[config.mk]
export PLATFORM = sky130hd
export DESIGN_NAME = dsp_mac_sequencer
export DESIGN_NICKNAME = d
export VERILOG_FILES = /design/src/rtl/dsp_mac_sequencer.sv
export SDC_FILE = /design/constraint.sdc
export NUM_CORES = 1
export LEC_CHECK = 0
export CAP_MARGIN = 5
export CORE_UTILIZATION = 35
export DETAILED_ROUTE_END_ITERATION = 6
export PLACE_DENSITY = 0.69
export SYNTH_ARGS = -nofsm -noshare
export SYNTH_HDL_FRONTEND = slang
export SYNTH_SLANG_ARGS = --single-unit
[constraint.sdc]
create_clock -name CLK -period 2.76 [get_ports CLK]
set_input_delay 0.276 -clock CLK [delete_from_list [all_inputs] [get_ports CLK]]
set_output_delay 0.276 -clock CLK [all_outputs]
set_load 0.05 [all_outputs]
[src/rtl/dsp_mac_sequencer.sv]
// ---------------------------------------------------------------------------
// dsp_mac_sequencer
//
// Upstream controller for a DSP48A1-style slice (DSP_TOP). Accepts a stream
// of signed 18x18 operand pairs, issues them into the slice as a
// multiply-accumulate sequence, and steers OPMODE so that the first product
// of each vector overwrites P (Z=0) and every later product adds onto P (Z=P).
// After the last pair it waits out the slice pipeline, captures P, and holds
// it on a valid/ready result port until accepted.
//
// Ports
//   CLK         clock, rising edge (also clocks DSP_TOP)
//   RSTN        asynchronous active-low reset
//   s_valid     operand pair valid
//   s_ready     sequencer can accept a pair
//   s_a, s_b    signed 18-bit multiplicand / multiplier
//   s_last      pair is the final one of the current vector
//   dsp_a/b     operands to DSP_TOP A / B (B_INPUT="DIRECT")
//   dsp_opmode  OPMODE to DSP_TOP, one cycle behind its operands
//   dsp_ce      clock enable for every DSP_TOP CE* input
//   dsp_p       P output of DSP_TOP
//   m_valid     result valid
//   m_ready     result accepted
//   m_data      accumulated 48-bit sum (wraps modulo 2^48)
//   m_count     number of beats in the vector, saturating at all-ones
// ---------------------------------------------------------------------------
module dsp_mac_sequencer #(
  parameter int PIPE_LAT = 3,
  parameter int CNT_W    = 16
) (
  input  logic             CLK,
  input  logic             RSTN,
  input  logic             s_valid,
  output logic             s_ready,
  input  logic [17:0]      s_a,
  input  logic [17:0]      s_b,
  input  logic             s_last,
  output logic [17:0]      dsp_a,
  output logic [17:0]      dsp_b,
  output logic [7:0]       dsp_opmode,
  output logic             dsp_ce,
  input  logic [47:0]      dsp_p,
  output logic             m_valid,
  input  logic             m_ready,
  output logic [47:0]      m_data,
  output logic [CNT_W-1:0] m_count
);

  // X=M, Z=0 : start a fresh sum with this product
  localparam logic [7:0] OP_FIRST = 8'b0000_0001;
  // X=M, Z=P : add this product onto the running sum
  localparam logic [7:0] OP_ACC   = 8'b0000_1001;

  localparam int LAT_W = (PIPE_LAT < 1) ? 1 : $clog2(PIPE_LAT + 1);

  typedef enum logic [1:0] {
    IDLE  = 2'd0,
    ACCUM = 2'd1,
    DRAIN = 2'd2,
    HOLD  = 2'd3
  } state_t;

  state_t             state_reg,      state_next;
  logic               s_ready_reg,    s_ready_next;
  logic               dsp_ce_reg,     dsp_ce_next;
  logic [17:0]        dsp_a_reg,      dsp_a_next;
  logic [17:0]        dsp_b_reg,      dsp_b_next;
  logic [7:0]         dsp_opmode_reg, dsp_opmode_next;
  logic               first_reg,      first_next;
  logic [LAT_W-1:0]   lat_cnt_reg,    lat_cnt_next;
  logic               m_valid_reg,    m_valid_next;
  logic [47:0]        m_data_reg,     m_data_next;
  logic [CNT_W-1:0]   m_count_reg,    m_count_next;

  logic beat;

  // s_ready is registered, so a beat is judged against the value the
  // upstream source actually saw during this cycle.
  assign beat = s_valid & s_ready_reg;

  // -------------------------------------------------------------------------
  // State and datapath registers
  // -------------------------------------------------------------------------
  always_ff @(posedge CLK or negedge RSTN) begin
    if (!RSTN) begin
      state_reg      <= IDLE;
      s_ready_reg    <= 1'b0;
      dsp_ce_reg     <= 1'b0;
      dsp_a_reg      <= '0;
      dsp_b_reg      <= '0;
      dsp_opmode_reg <= '0;
      first_reg      <= 1'b0;
      lat_cnt_reg    <= '0;
      m_valid_reg    <= 1'b0;
      m_data_reg     <= '0;
      m_count_reg    <= '0;
    end else begin
      state_reg      <= state_next;
      s_ready_reg    <= s_ready_next;
      dsp_ce_reg     <= dsp_ce_next;
      dsp_a_reg      <= dsp_a_next;
      dsp_b_reg      <= dsp_b_next;
      dsp_opmode_reg <= dsp_opmode_next;
      first_reg      <= first_next;
      lat_cnt_reg    <= lat_cnt_next;
      m_valid_reg    <= m_valid_next;
      m_data_reg     <= m_data_next;
      m_count_reg    <= m_count_next;
    end
  end

  // -------------------------------------------------------------------------
  // Next-state and next-output logic
  // -------------------------------------------------------------------------
  always_comb begin
    state_next   = state_reg;
    // Operands default to zero: a bubble or drain slot multiplies 0*0, so
    // the ACC opcode leaves P unchanged.
    dsp_a_next   = '0;
    dsp_b_next   = '0;
    // first_reg is a one-cycle marker that follows the vector's first
    // operands; it becomes the FIRST opcode one cycle later, which lines the
    // opcode up with the product inside the slice pipeline.
    first_next      = 1'b0;
    dsp_opmode_next = first_reg ? OP_FIRST : OP_ACC;
    lat_cnt_next = lat_cnt_reg;
    m_valid_next = m_valid_reg;
    m_data_next  = m_data_reg;
    m_count_next = m_count_reg;

    unique case (state_reg)
      IDLE: begin
        if (beat) begin
          dsp_a_next   = s_a;
          dsp_b_next   = s_b;
          first_next   = 1'b1;
          m_count_next = CNT_W'(1);
          lat_cnt_next = '0;
          state_next   = s_last ? DRAIN : ACCUM;
        end
      end

      ACCUM: begin
        if (beat) begin
          dsp_a_next = s_a;
          dsp_b_next = s_b;
          // Beat count saturates; the sum keeps accumulating regardless.
          if (m_count_reg != {CNT_W{1'b1}}) begin
            m_count_next = m_count_reg + CNT_W'(1);
          end
          if (s_last) begin
            lat_cnt_next = '0;
            state_next   = DRAIN;
          end
        end
      end

      DRAIN: begin
        // The last operands reach P PIPE_LAT edges after they were loaded;
        // P is sampled on the edge after that.
        if (lat_cnt_reg == LAT_W'(PIPE_LAT)) begin
          m_data_next  = dsp_p;
          m_valid_next = 1'b1;
          state_next   = HOLD;
        end else begin
          lat_cnt_next = lat_cnt_reg + LAT_W'(1);
        end
      end

      HOLD: begin
        if (m_valid_reg && m_ready) begin
          m_valid_next = 1'b0;
          state_next   = IDLE;
        end
      end

      default: begin
        state_next = IDLE;
      end
    endcase

    // Handshake and clock-enable follow the state being entered, so they are
    // registered alongside it and read as zero while reset is asserted.
    s_ready_next = (state_next == IDLE) || (state_next == ACCUM);
    // The slice is frozen while idle and while a result is pending.
    dsp_ce_next  = (state_next == ACCUM) || (state_next == DRAIN);
  end

  assign s_ready    = s_ready_reg;
  assign dsp_ce     = dsp_ce_reg;
  assign dsp_a      = dsp_a_reg;
  assign dsp_b      = dsp_b_reg;
  assign dsp_opmode = dsp_opmode_reg;
  assign m_valid    = m_valid_reg;
  assign m_data     = m_data_reg;
  assign m_count    = m_count_reg;

endmodule

== Yosys cells after proc, flatten, opt, wreduce, memory -nomap -nowiden ==
Cells that the tools add are included.

* Word-level logic and storage cells: 67
* Latch bits: 0
* Bits in writable memories: 0
* Memory bits (read-only): 0
* Register bits: 116
* Memories kept: 0

* Div/mod/pow operators: 0
* Muxes and demuxes: 26
* Reductions and logical operators: 13
* $mul: 0
* Order comparisons: 0
* Eq/ne operators: 14
* $add $sub $neg: 2
* Shifts and indexed selects: 0
* Bitwise operators: 1

{| class="wikitable"
|+ Operator list
! cell !! number
|-
| 18-bit two-way mux || 4
|-
| 16-bit two-way mux || 3
|-
| 16-bit one-hot mux with 2 select lines || 1
|-
| 2-bit two-way mux || 10
|-
| 16-bit by 1-bit adder with 16-bit output (second input constant) || 1
|-
| 16-bit != test (second input constant) || 1
|-
| 2-bit != test (second input constant) || 7
|-
| 2-bit equality test (second input constant) || 4
|-
| 2-bit one-hot mux with 4 select lines || 1
|-
| 2-bit one-hot mux with 3 select lines || 1
|-
| 5-bit AND reduction || 1
|-
| 2-bit by 1-bit equality test with 1-bit output (second input constant) || 2
|-
| 2-bit logical NOT || 2
|-
| 1-bit two-way mux || 4
|-
| 4-bit two-way mux || 1
|-
| 4-bit AND reduction || 1
|-
| 2-bit nonzero test || 2
|-
| 3-bit AND reduction || 1
|-
| 3-bit nonzero test || 1
|-
| 2-bit by 1-bit adder with 2-bit output (second input constant) || 1
|-
| 1-bit logical OR || 2
|-
| 1-bit one-hot mux with 2 select lines || 1
|-
| 2-bit AND reduction || 1
|-
| 2-bit OR reduction || 1
|-
| 2 further kinds || 2
|}

== Longest topological paths before layout ==
Gate-level depths: netlist of the first run.

* Depth after elaboration: 5
* Depth in mapped cells: 6

== Least setup slack after synthesis of the first run ==
No wires, ideal clock.

* Kind: flip-flop to flip-flop
* Start point: register m_count_reg[0] (netlist: m_count[0])
* End point: register m_count_reg[0] (netlist: m_count[0])
* Stages on the path, launching flop included: 7
* Library setup time: 125 ps
* Buffers on the path: 1
* Data arrival time: 2460 ps
* Data required time: 2635 ps
* Setup slack: 175 ps
* Path through: dfrtp_1 -> ha_1 -> nand3_1 -> or4_4 -> buf_6 -> o31ai_4 -> mux2_4

* Cells in the longest elaborated chain, start to end: 4
* Elaborated cells on any way between the ends: 7
* Those cells by class: 1 x add/sub; 2 x eq/ne; 3 x mux; 1 x reduce/logical

{| class="wikitable"
|+ Ends and longest elaborated chain
! item !! RTL line !! RTL
|-
| from (decl) || 73 || <nowiki>logic [CNT_W-1:0] m_count_reg, m_count_next;</nowiki>
|-
| from (signal assigned) || 108 || <nowiki>m_count_reg <= m_count_next;</nowiki>
|-
| 16-bit by 1-bit adder with 16-bit output || 149 || <nowiki>m_count_next = m_count_reg + CNT_W'(1);</nowiki>
|-
| 16-bit two-way mux || 148 || <nowiki>if (m_count_reg != {CNT_W{1'b1}}) begin</nowiki>
|-
| 16-bit two-way mux || 144 || <nowiki>if (beat) begin</nowiki>
|-
| 16-bit one-hot mux with 2 select lines || 131 || <nowiki>unique case (state_reg)</nowiki>
|}

Several ways; a longest one is shown, not always the timed one. The select of a mux whose other input is x is not followed.
A chain may end at the register's enable or synchronous reset.

== Worst setup path after layout of the first run ==
Ends and elaborated chain as after synthesis.

==> impl_metrics.ini, run 1 <==
[status]
status = finished with violations
violations = hold timing

[setup_path]
cp_max_fo = 7
reg2reg_from = m_count[0]
rr_worst_depth = 5
crit_start = m_count[0]
r2r_end = m_count[0]
r2r_setup_slack_ns = 0.37
endpoint_kind = flip-flop
arrival_ns = 2.62
worstSetupPathType = flip-flop to flip-flop
start_kind = flip-flop
crit_end = m_count[0]
cp.required_ns = 2.99

[floorplan]
rows = 40
design.die.area_sq_mm = 0.01310
core_sq_mm = 0.01216
die_h_microns = 114.5
initial_core_util = 0.3640
io_pins = 200
die_w_microns = 114.5

[layout]
fill_cells = 1020
regArea_sq_mm = 0.002753
antennaDiodeCount = 0
post-route-util = 0.5575
largest_register_ffs = 48
drive_gt1_frac = 0.1450
multi_input_area_sq_mm = 0.001541
layout.nets = 620
finalNonFillerCells = 699
areaGrowthSynthToFinish_pct = 53.17

[synthesis]
yosys-top-cells-area = dfrtp_1 62%, mux2_2 12%, and2_1 5.1%
ys_seq_elements = 110
synthesis.area_sq_mm = 0.004427
synth_seq_area_share = 0.6218
synth_cell_types = 52
yosys_warnings = 0
syn_inst = 339
synth.largest_area_cell = dfrtp_1
syn_area_per_cell_sq_um = 13.06
synth_top_area_share = 0.6218

[clocking]
cts_made_buffers = 9
ctsResizeCount = 0
cts_buffer_depth = 2
ctsHoldBuffers = 0
htreeDepth = 3
cts_tree = done
clk_pin_slew_ns = 0.07
cts.sinks = 110
post-cts-setup-buffer-count = 0
clock-root-buffer = clkbuf_16
clk_latency_ns = 0.34

[place]
gp_congestion = 0.8601
io_buffers = 193
place_ws_ns = 0.4304
place_hpwl_mm = 8.052
dp_cells = 686

[timing]
timing.fmax_mhz = 418.0
whs_ns = -0.01880
setup_viol_count_final = 0
period_minus_slack_ns = 2.392
skew_ns = 0.006944
worst_slack_ns = 0.3678
tightest_slew_ns = 0.7367
fin_crit_sh = 0.8667
finalMaxSlewViolations = 0
max_slew_margin = 0.5071
rsz0062_at_grt = no
hold_viol_final = 12
fin_setup_tns_ns = 0

[drt]
dr_total_vias = 3305
wl_per_cell_microns = 15.63
ant_nets = 0
drt_iter0_drc = 124
detail_route.first_pass.iterations = 4
viasPerCell = 4.728
drc_errors = 0
drt-total-wl_mm = 10.92

[global_routing]
grt_pass1_wl_mm = 17.00
grt_pass1_vias = 3309
grt_usage = 0.1707
grt_max_degree = 59
globalRouteOverflowTotal = 0
antenna_found_initial = 0

[pwr]
p_int_w = 0.004396
peakVddDrop_mv = 0.5559
p_per_area_mw_per_mm2 = 1177
swShare = 0.4492
leakagePower_nw = 2.847
fin_total_pwr_w = 0.007982
combPwrFrac = 0.522
power_frac_clock = 0.156
seqPwrFrac = 0.322
p_sw_w = 0.003586

[hold_path]
hp-class = input pin to async pin

[run]
maxCapViolCount = 0
-- power by group through the flow --
stage / Clock (W) / Combinational, W / Sequential [W]
global route: 0.00134 / 0.00435 / 0.00265
floorplan: 0 / 0.000876 / 0.00442
detailed placement: 0 / 0.00419 / 0.00260
global placement: 0 / 0.00415 / 0.00256
finish: 0.00125 / 0.00416 / 0.00257
CTS: 0.00129 / 0.00420 / 0.00257
-- layer usage --
metal  vias to the layer above  track usage  part of all wire  wire length, microns
li1                       1551            -                 -                     -
met1                      1605       0.1935              0.39                  4229
met2                       134       0.3018              0.52                  5638
met3                        15      0.04394             0.078                   850
met4                         0      0.07706             0.019                   204
met5                         -            0                 0                     0
-- synth_stat cells (all sizes together) --
| master | n |
|---|---|
| a2111o | 1 |
| a2111oi | 3 |
| a211oi | 1 |
| a21oi | 7 |
| a221o | 1 |
| a22o | 2 |
| a22oi | 1 |
| a2bb2oi | 1 |
| a31oi | 3 |
| and2 | 36 |
| and3 | 4 |
| and3b | 1 |
| and4 | 1 |
| buf | 11 |
| clkbuf | 12 |
| conb | 2 |
| dfrtp | 110 |
| ha | 2 |
| inv | 7 |
| mux2 | 50 |
| mux2i | 1 |
| nand2 | 23 |
| nand2b | 2 |
| nand3 | 8 |
| nand3b | 3 |
| nand4 | 6 |
| nand4b | 1 |
| nor2 | 4 |
| nor2b | 1 |
| nor3 | 3 |
| nor3b | 2 |
| nor4 | 3 |
| o2111a | 1 |
| o2111ai | 1 |
| o211ai | 3 |
| o21ai | 7 |
| o22a | 4 |
| o311ai | 1 |
| o31ai | 3 |
| or3 | 3 |
| or4 | 2 |
| xnor2 | 1 |
-- worst min-delay path by stage --
stage                     startpoint         end  slack [ns]  cells past startpoint
after CTS                       RSTN   m_data[9]       0.009                      1
after floorplan                 RSTN    dsp_a[0]       -0.02                      0
after global routing            RSTN  m_data[16]        0.04                      1
final                           RSTN  m_data[16]       -0.02                      1
after detailed placement        RSTN   m_data[9]        0.38                      1
after global placement          RSTN  m_data[16]        0.37                      1
-- cell type report --
class                   count  share of cell area
flip-flops and latches    110              0.4060
repair buffers            197              0.2908
multi-input cells         204              0.2273
clock buffers              11             0.03580
well taps                 168             0.03100
clock inverters             2            0.005167
inverters                   7            0.003875
-- placed cells by master, fill, tap and decap left out, types with 2 or more instances in the layout --
cell and count:
a2111oi_0 3, o22a_2 3, nor3b_1 2, a22o_1 2
mux2_2 49, buf_4 4, or3_1 2, and3_1 3
o31ai_1 2, ha_1 2, inv_1 7, clkdlybuf4s50_1 192
nand2b_1 2, nand3_1 7, nand3b_1 3, nor4_1 3
a21oi_1 7, nand2_1 23, dfrtp_1 110, conb_1 7
nor2_1 4, nand4_1 6, o211ai_1 3, a31oi_1 3
nor3_1 3, o21ai_0 7, and2_1 36, clkbuf_16 9
-- worst max-delay path, stage by stage, from the launching register on --
cell     delay (ns)
dfrtp_1        0.44
ha_1           0.27
nand3_1        0.19
or4_4          0.61
o31ai_4        0.43
mux2_4         0.34
-- kinds of logic after synthesis --
| logic type | share of synthesized area |
|---|---|
| XOR/XNOR | 0.001979 |
| multiplexers | 0.1303 |
| AND/OR/NAND/NOR | 0.1354 |
| flip-flops | 0.6218 |
| other | 0.001697 |
| AO/OA/AOI/OAI | 0.06897 |
| adder cells (fa/ha/maj) | 0.005652 |
| buffers and inverters | 0.03420 |
-- stage by stage --
step / area, sq um / hold WS [ns]
2_1_floorplan: 4446 / -0.01959
3_3_place_gp: 6502 / 0.3747
3_5_place_dp: 6502 / 0.3786
4_1_cts: 6780 / 0.008703
5_1_grt: 6780 / 0.04299
6_report: 6780 / -0.01880
Power figures use the tool's default switching activity.
==> inputs of run 2 (changes only) <==
--- a/config.mk
+++ b/config.mk
@@ -5,7 +5,9 @@
 export SDC_FILE = /design/constraint.sdc
 export NUM_CORES = 1
 export LEC_CHECK = 0
+export ABC_CLOCK_PERIOD_IN_PS = 2760
 export CAP_MARGIN = 5
+export CORE_ASPECT_RATIO = 1.5
 export CORE_UTILIZATION = 35
 export DETAILED_ROUTE_END_ITERATION = 6
 export PLACE_DENSITY = 0.69
==> constraint.sdc (replaced) <==
create_clock -name CLK -period 2.76 [get_ports CLK]
set_input_delay 0.552 -clock CLK [delete_from_list [all_inputs] [get_ports CLK]]
set_output_delay 0.552 -clock CLK [all_outputs]
set_load 0.05 [all_outputs]
==> run 2 against run 1 <==
  * Critical endpoint unchanged
  * Worst setup slack better by 0.015 ns
  * Sequential share of layout area down 0.21 points
  * Critical path depth unchanged
  * Global-route usage up 0.49 points
  * Sequential power about the same
  * The run now ends clean
  * Critical path type unchanged
  * Count of clock-buffer cells in the layout unchanged
  * Fmax up 0.62%
  * Core utilization down 0.73 points
  * Largest power group unchanged
  * Cell area up 0.52%
  * Clock power about the same
  * Combinational power about the same
==> impl_metrics.ini, run 2 (same netlist as run 1, synthesis figures left out) <==
[status]
status = complete, no violations

[floorplan]
initial_core_util = 0.3574
die_w_microns = 93.83
rows = 50
die_h_microns = 139.7
io_pins = 200
core_sq_mm = 0.01239
design.die.area_sq_mm = 0.01311

[timing]
whs_ns = 0.2383
timing.fmax_mhz = 420.6
tightest_slew_ns = 0.7426
fin_crit_sh = 0.8614
max_slew_margin = 0.5031
fin_setup_tns_ns = 0
rsz0062_at_grt = no
setup_viol_count_final = 0
worst_slack_ns = 0.3825
finalMaxSlewViolations = 0
hold_viol_final = 0
skew_ns = 0.008157
period_minus_slack_ns = 2.377

[place]
place_ws_ns = 0.4000
place_hpwl_mm = 8.313
gp_congestion = 0.7953
dp_cells = 677
io_buffers = 193

[clocking]
clk_pin_slew_ns = 0.07
post-cts-setup-buffer-count = 0
cts_buffer_depth = 2
clock-root-buffer = clkbuf_16
cts.sinks = 110
cts_made_buffers = 9
cts_tree = done
ctsHoldBuffers = 0
htreeDepth = 3
ctsResizeCount = 0
clk_latency_ns = 0.34

[layout]
drive_gt1_frac = 0.1564
layout.nets = 623
antennaDiodeCount = 0
layout_common_cells = 192 x clkdlybuf4s50_1, 110 x dfrtp_1, 49 x mux2_2, 36 x and2_1, 23 x nand2_1
largest_register_ffs = 48
areaGrowthSynthToFinish_pct = 53.96
final_common_cell = clkdlybuf4s50_1
finalNonFillerCells = 693

[setup_path]
cp_max_fo = 7
cp.required_ns = 2.99
crit_chain = ha_1 -> nand3_1 -> or4_4 -> o31ai_4 -> mux2_4
arrival_ns = 2.61
cp_num_buf_inv = 0
endpoint_kind = flip-flop
max_stage_delay_ns = 0.62
start_kind = flip-flop
worstSetupPathType = flip-flop to flip-flop
cpLargestDelayFamily = simple AND/OR/NAND/NOR gates
cp_slowest_cell = or4_4

[global_routing]
grt_usage = 0.1756
globalRouteOverflowTotal = 0
grt_pass1_wl_mm = 17.57
antenna_found_initial = 0
grt_max_degree = 55
grt_pass1_vias = 3411

[pwr]
peakVddDrop_mv = 0.4553
leakagePower_nw = 2.872
fin_total_pwr_w = 0.007984
p_per_area_mw_per_mm2 = 1172

[drt]
wl_per_cell_microns = 16.03
dr_total_vias = 3422
ant_nets = 0
drt-total-wl_mm = 11.11
drc_errors = 0
drt_iter0_drc = 124
detail_route.first_pass.iterations = 4
viasPerCell = 4.938

[hold_path]
hp-class = input pin to async pin

[run]
maxCapViolCount = 0
## run 2: cell types whose count changed in the layout (fill, tap and decap cells not counted), sizes merged
cell      before  now
buf            5    8
clkinvlp       0    2
inv            7    9
bufinv         1    0
## run 2: cell type report
type | count | area, sq um
flip-flops and latches | 110 | 2753
well taps | 156 | 195.2
fillers | 1068 | 5572
multi-input cells | 204 | 1541
repair buffers | 200 | 2007
clock inverters | 5 | 40.04
clock buffers | 11 | 252.7
inverters | 7 | 26.28
## run 2: metal layers
| metal | vias to the layer above | wire length [microns] | GRT usage | part of all wire |
|---|---|---|---|---|
| met5 | - | 0 | 0 | 0 |
| met4 | 0 | 231 | 0.07287 | 0.021 |
| met3 | 21 | 804 | 0.04536 | 0.072 |
| met2 | 152 | 6144 | 0.3200 | 0.55 |
| met1 | 1687 | 3929 | 0.1876 | 0.35 |
| li1 | 1562 | - | - | - |
## run 2: metrics by stage
step                        util  area (sq um)
after floorplan                -          4446
after global placement    0.5266          6523
after detailed placement  0.5266          6523
after CTS                 0.5502          6815
after global routing      0.5502          6815
final                     0.5502          6815
## run 2: final timing paths
kind / startpoint / to / slack (ns) / cells after the start
min in group CLK: first_reg / dsp_opmode[3] / 0.39 / 1
setup / recovery: m_count[0] / m_count[0] / 0.38 / 5
setup reg to reg: m_count[0] / m_count[0] / 0.38 / 5
hold reg to reg: first_reg / dsp_opmode[3] / 0.39 / 1
hold / removal: RSTN / m_data[43] / 0.24 / 1
max in group asynchronous: RSTN / dsp_a[4] / 1.82 / 2
## run 2: where the power goes
part / total (W) / switching, W / leakage [nW] / internal (W)
combinational: 0.00417 / 0.00266 / 1.36 / 0.00151
clock: 0.00124 / 0.000575 / 0.140 / 0.000670
sequential: 0.00257 / 0.000384 / 1.37 / 0.00218
